<file path="src/rtl/usb_fx2_stream_tx_if.sv">
// usb_fx2_stream_tx_if: FX2 slave-FIFO write-side bus.
// flagB_EP6FF: EP6 full flag (active-low).
// USB_DATA/USB_FIFO_ADR: FD bus and FIFOADR.
// USB_SLWR/USB_SLRD/USB_SLOE/PKTEND: active-low strobes.
// The master modport is the stream transmitter; the slave modport is the FX2 side.
interface usb_fx2_stream_tx_if;
  logic        flagB_EP6FF;
  logic [15:0] USB_DATA;
  logic [1:0]  USB_FIFO_ADR;
  logic        USB_SLWR;
  logic        USB_SLRD;
  logic        USB_SLOE;
  logic        PKTEND;
  modport master (input flagB_EP6FF, output USB_DATA, USB_FIFO_ADR, USB_SLWR, USB_SLRD, USB_SLOE, PKTEND);
  modport slave (output flagB_EP6FF, input USB_DATA, USB_FIFO_ADR, USB_SLWR, USB_SLRD, USB_SLOE, PKTEND);
endinterface

</file>
<file path="src/rtl/usb_fx2_stream_tx.sv">
// usb_fx2_stream_tx: buffers RGB565 pixels and writes them to the FX2 EP6 slave FIFO.
// Upstream side: nframe, data_in and data_pulse are inputs; send_out is the request for more pixels.
// Status outputs: frame_done (one-cycle pulse), plus the sticky ovf_err and frm_err flags.
// fx2: the FX2 write bus, carrying FD, FIFOADR, the SLWR/SLRD/SLOE/PKTEND strobes and the EP6 full flag.
module usb_fx2_stream_tx #(
  parameter int         FRAME_PIXELS = 307200,
  parameter int         PKT_WORDS    = 256,
  parameter int         FIFO_DEPTH   = 16,
  parameter logic [1:0] EP_ADDR      = 2'b10
) (
  input  logic                 usb_clk,
  input  logic                 usb_rst,
  input  logic                 nframe,
  input  logic [15:0]          data_in,
  input  logic                 data_pulse,
  output logic                 send_out,
  output logic                 frame_done,
  output logic                 ovf_err,
  output logic                 frm_err,
  usb_fx2_stream_tx_if.master  fx2
);
  localparam int AW = $clog2(FIFO_DEPTH);
  localparam int PW = $clog2(PKT_WORDS);
  localparam logic [18:0] FP = 19'(FRAME_PIXELS);
  localparam logic [AW:0] DEPTH = (AW+1)'(FIFO_DEPTH);
  localparam logic [AW:0] FOUR = (AW+1)'(4);
  // PKT_GAP is the idle cycle after the last strobe and PKT_STRB launches PKTEND.
  typedef enum logic [2:0] {IDLE, STREAM, PKT_GAP, PKT_STRB, DONE} state_t;
  state_t state_q, state_d;
  logic [15:0] mem [FIFO_DEPTH];
  logic [AW-1:0] wr_q, wr_d, rd_q, rd_d;
  logic [AW:0] cnt_q, cnt_d, free_d;
  logic [18:0] win_q, win_d, wout_q, wout_d;
  logic [PW-1:0] pkt_q, pkt_d;
  logic [15:0] data_q, data_d;
  logic slwr_q, slwr_d, pktend_q, pktend_d, send_q, send_d;
  logic done_q, done_d, ovf_q, ovf_d, frm_q, frm_d;
  logic pop, want, push, full, last;
  always_comb begin
    pop = state_q == STREAM && cnt_q != '0 && fx2.flagB_EP6FF && !nframe;
    full = cnt_q == DEPTH;
    want = state_q == STREAM && data_pulse && win_q < FP && !nframe;
    // A pop in the same cycle frees a slot, so a push into a full FIFO is still legal.
    push = want && (!full || pop);
    last = pop && wout_q == FP - 19'd1;
    // The packet offset reaching all-ones on the last word means the final packet is full-size.
    state_d = nframe ? STREAM
            : last ? (pkt_q != '1 ? PKT_GAP : DONE)
            : state_q == PKT_GAP ? PKT_STRB
            : state_q == PKT_STRB ? DONE
            : state_q == DONE ? IDLE
            : state_q;
    wr_d = nframe ? '0 : wr_q + AW'(push);
    rd_d = nframe ? '0 : rd_q + AW'(pop);
    cnt_d = nframe ? '0 : cnt_q + (AW+1)'(push) - (AW+1)'(pop);
    win_d = nframe ? '0 : win_q + 19'(push);
    wout_d = nframe ? '0 : wout_q + 19'(pop);
    pkt_d = nframe ? '0 : pkt_q + PW'(pop);
    free_d = DEPTH - cnt_d;
    data_d = pop ? mem[rd_q] : data_q;
    slwr_d = !pop;
    pktend_d = !(state_q == PKT_STRB && !nframe);
    // Using next occupancy leaves three free slots for in-flight upstream pulses.
    send_d = state_d == STREAM && free_d >= FOUR;
    done_d = state_q == DONE;
    ovf_d = ovf_q | (want && full && !pop);
    frm_d = frm_q | (nframe && (state_q == STREAM || state_q == PKT_GAP || state_q == PKT_STRB));
  end
  always_ff @(posedge usb_clk)
    if (push) mem[wr_q] <= data_in;
  always_ff @(posedge usb_clk or posedge usb_rst)
    if (usb_rst) begin
      state_q <= IDLE;
      wr_q <= '0;
      rd_q <= '0;
      cnt_q <= '0;
      win_q <= '0;
      wout_q <= '0;
      pkt_q <= '0;
      data_q <= '0;
      slwr_q <= 1'b1;
      pktend_q <= 1'b1;
      send_q <= 1'b0;
      done_q <= 1'b0;
      ovf_q <= 1'b0;
      frm_q <= 1'b0;
    end else begin
      state_q <= state_d;
      wr_q <= wr_d;
      rd_q <= rd_d;
      cnt_q <= cnt_d;
      win_q <= win_d;
      wout_q <= wout_d;
      pkt_q <= pkt_d;
      data_q <= data_d;
      slwr_q <= slwr_d;
      pktend_q <= pktend_d;
      send_q <= send_d;
      done_q <= done_d;
      ovf_q <= ovf_d;
      frm_q <= frm_d;
    end
  assign fx2.USB_DATA = data_q;
  assign fx2.USB_FIFO_ADR = EP_ADDR;
  assign fx2.USB_SLWR = slwr_q;
  assign fx2.USB_SLRD = 1'b1;
  assign fx2.USB_SLOE = 1'b1;
  assign fx2.PKTEND = pktend_q;
  assign send_out = send_q;
  assign frame_done = done_q;
  assign ovf_err = ovf_q;
  assign frm_err = frm_q;
endmodule

</file>
<file path="src/flat_wrapper.sv">
// flat-port wrapper written by rule: the top's interface ports become plain ports
module usb_fx2_stream_tx_flat 
#(
  parameter int         FRAME_PIXELS = 307200,
  parameter int         PKT_WORDS    = 256,
  parameter int         FIFO_DEPTH   = 16,
  parameter logic [1:0] EP_ADDR      = 2'b10
)
  (usb_clk, usb_rst, nframe, data_in, data_pulse, send_out, frame_done, ovf_err, frm_err, fx2_flagB_EP6FF, fx2_USB_DATA, fx2_USB_FIFO_ADR, fx2_USB_SLWR, fx2_USB_SLRD, fx2_USB_SLOE, fx2_PKTEND);
  usb_fx2_stream_tx_if fx2_i ();
  input  logic usb_clk;
  input  logic usb_rst;
  input  logic nframe;
  input  logic [15:0] data_in;
  input  logic data_pulse;
  output logic send_out;
  output logic frame_done;
  output logic ovf_err;
  output logic frm_err;
  input wire logic [$bits(fx2_i.flagB_EP6FF)-1:0] fx2_flagB_EP6FF;
  output wire logic [$bits(fx2_i.USB_DATA)-1:0] fx2_USB_DATA;
  output wire logic [$bits(fx2_i.USB_FIFO_ADR)-1:0] fx2_USB_FIFO_ADR;
  output wire logic [$bits(fx2_i.USB_SLWR)-1:0] fx2_USB_SLWR;
  output wire logic [$bits(fx2_i.USB_SLRD)-1:0] fx2_USB_SLRD;
  output wire logic [$bits(fx2_i.USB_SLOE)-1:0] fx2_USB_SLOE;
  output wire logic [$bits(fx2_i.PKTEND)-1:0] fx2_PKTEND;
  assign fx2_i.flagB_EP6FF = fx2_flagB_EP6FF;
  assign fx2_USB_DATA = fx2_i.USB_DATA;
  assign fx2_USB_FIFO_ADR = fx2_i.USB_FIFO_ADR;
  assign fx2_USB_SLWR = fx2_i.USB_SLWR;
  assign fx2_USB_SLRD = fx2_i.USB_SLRD;
  assign fx2_USB_SLOE = fx2_i.USB_SLOE;
  assign fx2_PKTEND = fx2_i.PKTEND;
  usb_fx2_stream_tx #(.FRAME_PIXELS(FRAME_PIXELS), .PKT_WORDS(PKT_WORDS), .FIFO_DEPTH(FIFO_DEPTH), .EP_ADDR(EP_ADDR)) u_core (.usb_clk(usb_clk), .usb_rst(usb_rst), .nframe(nframe), .data_in(data_in), .data_pulse(data_pulse), .send_out(send_out), .frame_done(frame_done), .ovf_err(ovf_err), .frm_err(frm_err), .fx2(fx2_i));
endmodule
</file>
<file path="config.mk">
export PLATFORM = sky130hd
export DESIGN_NAME = usb_fx2_stream_tx_flat
export DESIGN_NICKNAME = d
export VERILOG_FILES = /design/src/rtl/usb_fx2_stream_tx_if.sv /design/src/rtl/usb_fx2_stream_tx.sv /design/src/flat_wrapper.sv
export SDC_FILE = /design/constraint.sdc
export NUM_CORES = 1
export LEC_CHECK = 0
export ABC_AREA = 1
export CAP_MARGIN = 25
export CORE_ASPECT_RATIO = 1.2
export CORE_UTILIZATION = 35
export CTS_BUF_LIST = sky130_fd_sc_hd__clkbuf_4 sky130_fd_sc_hd__clkbuf_8
export CTS_CLUSTER_SIZE = 40
export DETAILED_ROUTE_END_ITERATION = 12
export GPL_ROUTABILITY_DRIVEN = 0
export GPL_TIMING_DRIVEN = 0
export SLEW_MARGIN = 20
export SYNTH_ARGS = -nofsm -noshare
export SYNTH_HDL_FRONTEND = slang
export SYNTH_SLANG_ARGS = --single-unit
</file>
<file path="constraint.sdc">
create_clock -name usb_clk -period 3 [get_ports usb_clk]
set_input_delay 0.6 -clock usb_clk [delete_from_list [all_inputs] [get_ports usb_clk]]
set_output_delay 0.6 -clock usb_clk [all_outputs]
set_load 0.01 [all_outputs]
</file>
Word-level counts from Yosys, hierarchy flattened
Memory sizes are Yosys's and may differ from the RTL's. A register that Yosys moved wholly into a read port is not among the register bits.
Index checks and enable logic that the tools add are counted.

storage, ports and cells
  bits in registers = 68
  RAM bits = 256
  input bits = 21
  word-level logic and storage cells = 69
  memories kept = 1

cells by class
  add/subtract/negate cells = 8
  order comparisons = 2
  equal/unequal tests = 8
  muxes and demuxes = 14
  bitwise logic cells = 2
  reduce and logical (&&, ||, !) cells = 21

memory list
  memory      words  width  rd ports  clocked after Yosys merged registers in  write ports  RTL line                 source
  u_core.mem  16     16     1         1                                        1            usb_fx2_stream_tx.sv:30  logic [15:0] mem [FIFO_DEPTH];

operator list
  cell                                                                count
  adder 19 x 1 -> 19 bit                                              2
  2-to-1 mux 19 bit                                                   2
  equality test 19 bit (second input constant)                        1
  less-than comparator 19 bit (second input constant)                 1
  2-to-1 mux 3 bit                                                    6
  logical AND 1 bit                                                   13
  adder 4 x 1 -> 4 bit                                                2
  adder 8 x 1 -> 8 bit                                                1
  2-to-1 mux 4 bit                                                    2
  2-to-1 mux 8 bit                                                    1
  inequality test 8 bit (second input constant)                       1
  equality test 3 x 1 -> 1 bit (second input constant)                2
  equality test 3 x 2 -> 1 bit (second input constant)                2
  adder 5 x 1 -> 5 bit                                                1
  equality test 5 bit (second input constant)                         1
  greater-or-equal comparator 5 x 3 -> 1 bit (second input constant)  1
  2-to-1 mux 5 bit                                                    1
  nonzero test 5 bit                                                  1
  subtractor 5 x 1 -> 5 bit                                           1
  subtractor 5 bit (first input constant)                             1
  logical NOT 1 bit                                                   4
  equality test 3 bit (second input constant)                         1
  logical OR 1 bit                                                    3
  2-to-1 mux 1 bit                                                    2
  OR 1 bit                                                            2

Longest topological paths before layout
  word-level depth = 12
  depth in mapped cells = 20
  gate-level depth less buffers = 18

Least setup slack after synthesis
OpenSTA, ideal clock, no wires.

  path type = in2reg
  start = input port fx2_flagB_EP6FF
  end = register u_core.send_q, in the netlist u_core.send_out
  arrival = 2.571 ns
  path slack = 0.314 ns
  stages on the path = 16
  cell sequence = inv_1 nor2_1 nand3_1 nor2_1 buf_4 buf_4 ha_1 inv_1 ha_1 fa_1 inv_1 nor2_1 o21a_1 nand3_1 nand3_1 nor2_1

on the way
  longest elaborated chain between the ends = 10
  elaborated cells between the ends (all ways) = 14
  those cells by class = add/sub: 3; order compare: 1; eq/ne: 1; mux: 3; reduce/logical: 6

RTL lines
  what                                            RTL line                 source
  start, declared                                 flat_wrapper.sv:20       input wire logic [$bits(fx2_i.flagB_EP6FF)-1:0] fx2_flagB_EP6FF;
  logical AND 1 bit (*) (2 in a row)              usb_fx2_stream_tx.sv:40  pop = state_q == STREAM && cnt_q != '0 && fx2.flagB_EP6FF && !nframe;
  logical OR 1 bit                                usb_fx2_stream_tx.sv:44  push = want && (!full || pop);
  logical AND 1 bit                               usb_fx2_stream_tx.sv:44
  adder 5 x 1 -> 5 bit                            usb_fx2_stream_tx.sv:55  cnt_d = nframe ? '0 : cnt_q + (AW+1)'(push) - (AW+1)'(pop);
  subtractor 5 x 1 -> 5 bit (*)                   usb_fx2_stream_tx.sv:55
  2-to-1 mux 5 bit (*)                            usb_fx2_stream_tx.sv:55
  via u_core.cnt_d[1]                             usb_fx2_stream_tx.sv:32  logic [AW:0] cnt_q, cnt_d, free_d;
  subtractor 5 bit (*)                            usb_fx2_stream_tx.sv:59  free_d = DEPTH - cnt_d;
  greater-or-equal comparator 5 x 3 -> 1 bit (*)  usb_fx2_stream_tx.sv:64  send_d = state_d == STREAM && free_d >= FOUR;
  logical AND 1 bit (*)                           usb_fx2_stream_tx.sv:64
  via u_core.send_d                               usb_fx2_stream_tx.sv:36  logic slwr_q, slwr_d, pktend_q, pktend_d, send_q, send_d;
  end signal, assigned                            usb_fx2_stream_tx.sv:98  send_q <= send_d;
  end, declared                                   usb_fx2_stream_tx.sv:36

The timed path passes the listed nets; every way through them passes the cells marked *.

Worst setup path in the final report
  start = input port nframe
  end = register u_core.send_q, in the netlist u_core.send_out

on the way
  longest elaborated chain between the ends = 10
  elaborated cells between the ends (all ways) = 15
  those cells by class = add/sub: 3; order compare: 1; eq/ne: 1; mux: 3; reduce/logical: 7

RTL lines
  what                                            RTL line                                          source
  start, declared                                 flat_wrapper.sv:13                                input logic nframe;
  logical NOT 1 bit                               usb_fx2_stream_tx.sv:40, usb_fx2_stream_tx.sv:42
  logical AND 1 bit                               usb_fx2_stream_tx.sv:40
  logical OR 1 bit                                usb_fx2_stream_tx.sv:44
  logical AND 1 bit                               usb_fx2_stream_tx.sv:44
  adder 5 x 1 -> 5 bit                            usb_fx2_stream_tx.sv:55
  subtractor 5 x 1 -> 5 bit                       usb_fx2_stream_tx.sv:55
  2-to-1 mux 5 bit (*)                            usb_fx2_stream_tx.sv:55
  via u_core.cnt_d[1]                             usb_fx2_stream_tx.sv:32
  subtractor 5 bit (*)                            usb_fx2_stream_tx.sv:59
  greater-or-equal comparator 5 x 3 -> 1 bit (*)  usb_fx2_stream_tx.sv:64
  logical AND 1 bit (*)                           usb_fx2_stream_tx.sv:64
  via u_core.send_d                               usb_fx2_stream_tx.sv:36

Marked as above.

==> reports/results.tsv <==
stage	metric	value	unit
die	die area	0.0417	mm2
die	die height	223	um
synth	post-synthesis sequential area ratio	68.5	%
global_route	initial antenna violation count	0	
synth	post-synthesis register bit count	340	
drt	vias post-DR	9876	
sta	Fmax	0.362	GHz
sta	final worst-path cycle share	92.2	%
power_and_ir_drop	Tot Pwr	11.5	mW
power_and_ir_drop	leakage power	6.09	nW
clocking	htree depth	2	
die	# IOs	47	
synth	Syn Std Cell Area	0.0143	mm2
global_route	vias in the first global route	9714	
cells_and_area	share of layout cells above drive strength 1	14.1	%
worst_setup_path	crit path DAT	3300	ps
clocking	clk sink count	340	
worst_setup_path	CP peak stage delay	460	ps
drt	Via density	5.08	
clocking	Num CTS Buffers	53	
sta	fin. max-slew vios	0	
cells_and_area	area growth from synthesis to layout	17.4	%
power_and_ir_drop	PD cells	686	mW/mm2
cells_and_area	fin util	41.9	%
job	Max-Cap Viols	0	
sta	clk_skew	23.6	ps
synth	Most used DFF post-synth	edfxtp_1	
sta	Max-slew headroom	43.9	%
cells_and_area	Nets	1404	
die	die width	187	um
sta	actual slew at the worst max-slew pin	839	ps
worst_setup_path	critical path's slowest cell	clkdlybuf4s50_1	
die	Core Area	0.0400	mm2
synth	Async S/R FF share, synth	24.7	%
power_and_ir_drop	worst vdd ir	0.372	mV
sta	count of final setup violators	0	
global_route	first-pass GRT wire length	57.1	mm
sta	Period minus WS final	2770	ps
synth	Synth Area per Inst	11.4	um2
synth	cells after synthesis	1250	
worst_setup_path	Data required, critical path	3530	ps
drt	Routed Antenna Nets	0	
die	starting density of the core	35.7	%
cells_and_area	ANT cells	0	
drt	mean routed wirelength per cell	19.5	um
synth	number of synthesized flops with an enable pin	256	
clocking	CTS tree	yes	
synth	Distinct cells, synth	45	
drt	initial drt markers	924	
sta	sum of negative setup slack	0	ps
worst_setup_path	CP most frequent cell	nand3_1	
placed_design	HPWL after detailed placement	25.5	mm
worst_setup_path	worst-path cell chain	clkdlybuf4s50_1, nor2_1, nand3_1, nor2_2, buf_6, ha_1, inv_1, ha_1, fa_2, inv_1, nor2_2, o21a_1, nand3_1, nand3_1, nor2_1	
worst_setup_path	CP top delay family	adder cells	
worst_setup_path	crit-path max FO	11	
worst_setup_path	Buf/Inv on CP	4	
clocking	worst-skew pair later-pin latency	610	ps
worst_setup_path	Setup CP Type	input port to register	
sta	Fin. Hold Viols	0	
drt	DR DRC count	0	
cells_and_area	commonest non-fill, non-tap cells in the layout	256 x edfxtp_1, 250 x nor2_1, 136 x o21ai_0	
clocking	Clock Tree Buf Depth	3	
drt	DRT Pass-1 Iters	5	
synth	Yosys warnings	0	
cells_and_area	commonest non-fill, non-tap cell in the layout	edfxtp_1	
global_route	pin count of the biggest net entering global routing	55	
clocking	root buf cell	clkbuf_8	
global_route	GRT Util Overall	18.1	%
status	status	completed	
die	Rows	80	
worst_setup_path	Startpoint Class	input port	
drt	drt total wl	37.9	mm
placed_design	port buffer count	42	
min_path	HP Class	input port to async pin	
clocking	Clock transition at path regs	70	ps
global_route	total global routing overflow	0	
worst_setup_path	CP endpoint kind	register	
synth_stat cells (all sizes together), types with 20 or more instances:
master	instances	share of area (%)
nor2	274	7.3
edfxtp	256	54
o21ai	171	6.0
nand2	123	3.2
dfrtp	82	14
inv	64	1.7
o211ai	64	3.4
buf	40	2.0
nand3	36	1.5
a21oi	28	0.98
clkbuf	25	0.71
nor3	20	0.80
state kept, by name, indices dropped and copies added, names as in the netlist, 3 cells and up:
name and count:
u_core.state_q 3, u_core.win_q 19, u_core.pkt_q 8, u_core.rd_q 4
u_core.cnt_q 5, u_core.wout_q 19, u_core.mem 256, u_core.fx2.USB_DATA 16
u_core.wr_q 4
report_power, final:
group	internal, mW	total (mW)	switching, mW
registers	5.27	5.41	0.135
clock network	2.28	4.10	1.82
logic	0.761	2.02	1.26
path summary, 6_finish.rpt:
check | from | end | slack (ps) | depth (start not counted)
min | usb_rst | u_core.fx2.USB_DATA[6]$_DFFE_PP0N_ | 350 | 2
min reg2reg | u_core.state_q[1]$_DFF_PP0_ | u_core.fx2.PKTEND$_DFF_PP1_ | 470 | 1
max reg2reg | u_core.cnt_q[3]$_DFF_PP0_ | u_core.send_out$_DFF_PP0_ | 240 | 16
max in group asynchronous | usb_rst | u_core.cnt_q[2]$_DFF_PP0_ | 2030 | 3
min in group usb_clk | u_core.state_q[1]$_DFF_PP0_ | u_core.fx2.PKTEND$_DFF_PP1_ | 470 | 1
max | nframe | u_core.send_out$_DFF_PP0_ | 230 | 15
metrics by stage:
stage | hold slack (ps) | std cells | setup slack, ps | area [um2]
after floorplan | 419 | 1252 | 238 | 14300
after global placement | 457 | 1827 | -1260 | 15400
after detailed placement | 464 | 1843 | -622 | 15700
after CTS | 331 | 1941 | 130 | 16800
after global routing | 355 | 1943 | -14.3 | 16800
final | 346 | 1943 | 235 | 16800
what timing repair did:
item | CTS | global route
setup buffers | 0 | 1
pin swaps | 0 | 2
hold buffers | 0 | 0
setup endpoints to repair | 2 | 6
resized for setup | 0 | 6
cloned | 0 | 1
metal layers:
metal / global-route usage, % / vias up / part of all wire (%)
met5: 0 / - / 0
met4: 6.16 / 0 / 2.5
met3: 2.74 / 68 / 5.8
met2: 31.0 / 313 / 50
met1: 23.4 / 4864 / 42
li1: - / 4631 / -
layout make-up:
cell class,count,area [um2]
repair buffers,60,644
clock inverters,17,168
clock buffers,82,947
flip-flops and latches,340,9790
inverters,67,254
fillers,3803,23200
multi-input cells,780,3940
plain buffers,64,384
well taps,533,667
kinds of logic (layout without fill, tap and decap cells):
kind of cell    count (synthesis)  in the layout  synth area share, %
compound gates                275            275                 10.9
xor+xnor                        9              9                0.551
fa+ha+maj                      17             17                 1.54
buf+inv                       132            290                 4.47
flops                         340            340                 68.5
other cells                     2              4               0.0525
simple gates                  475            475                 14.0
Power figures use the tool's default switching activity.
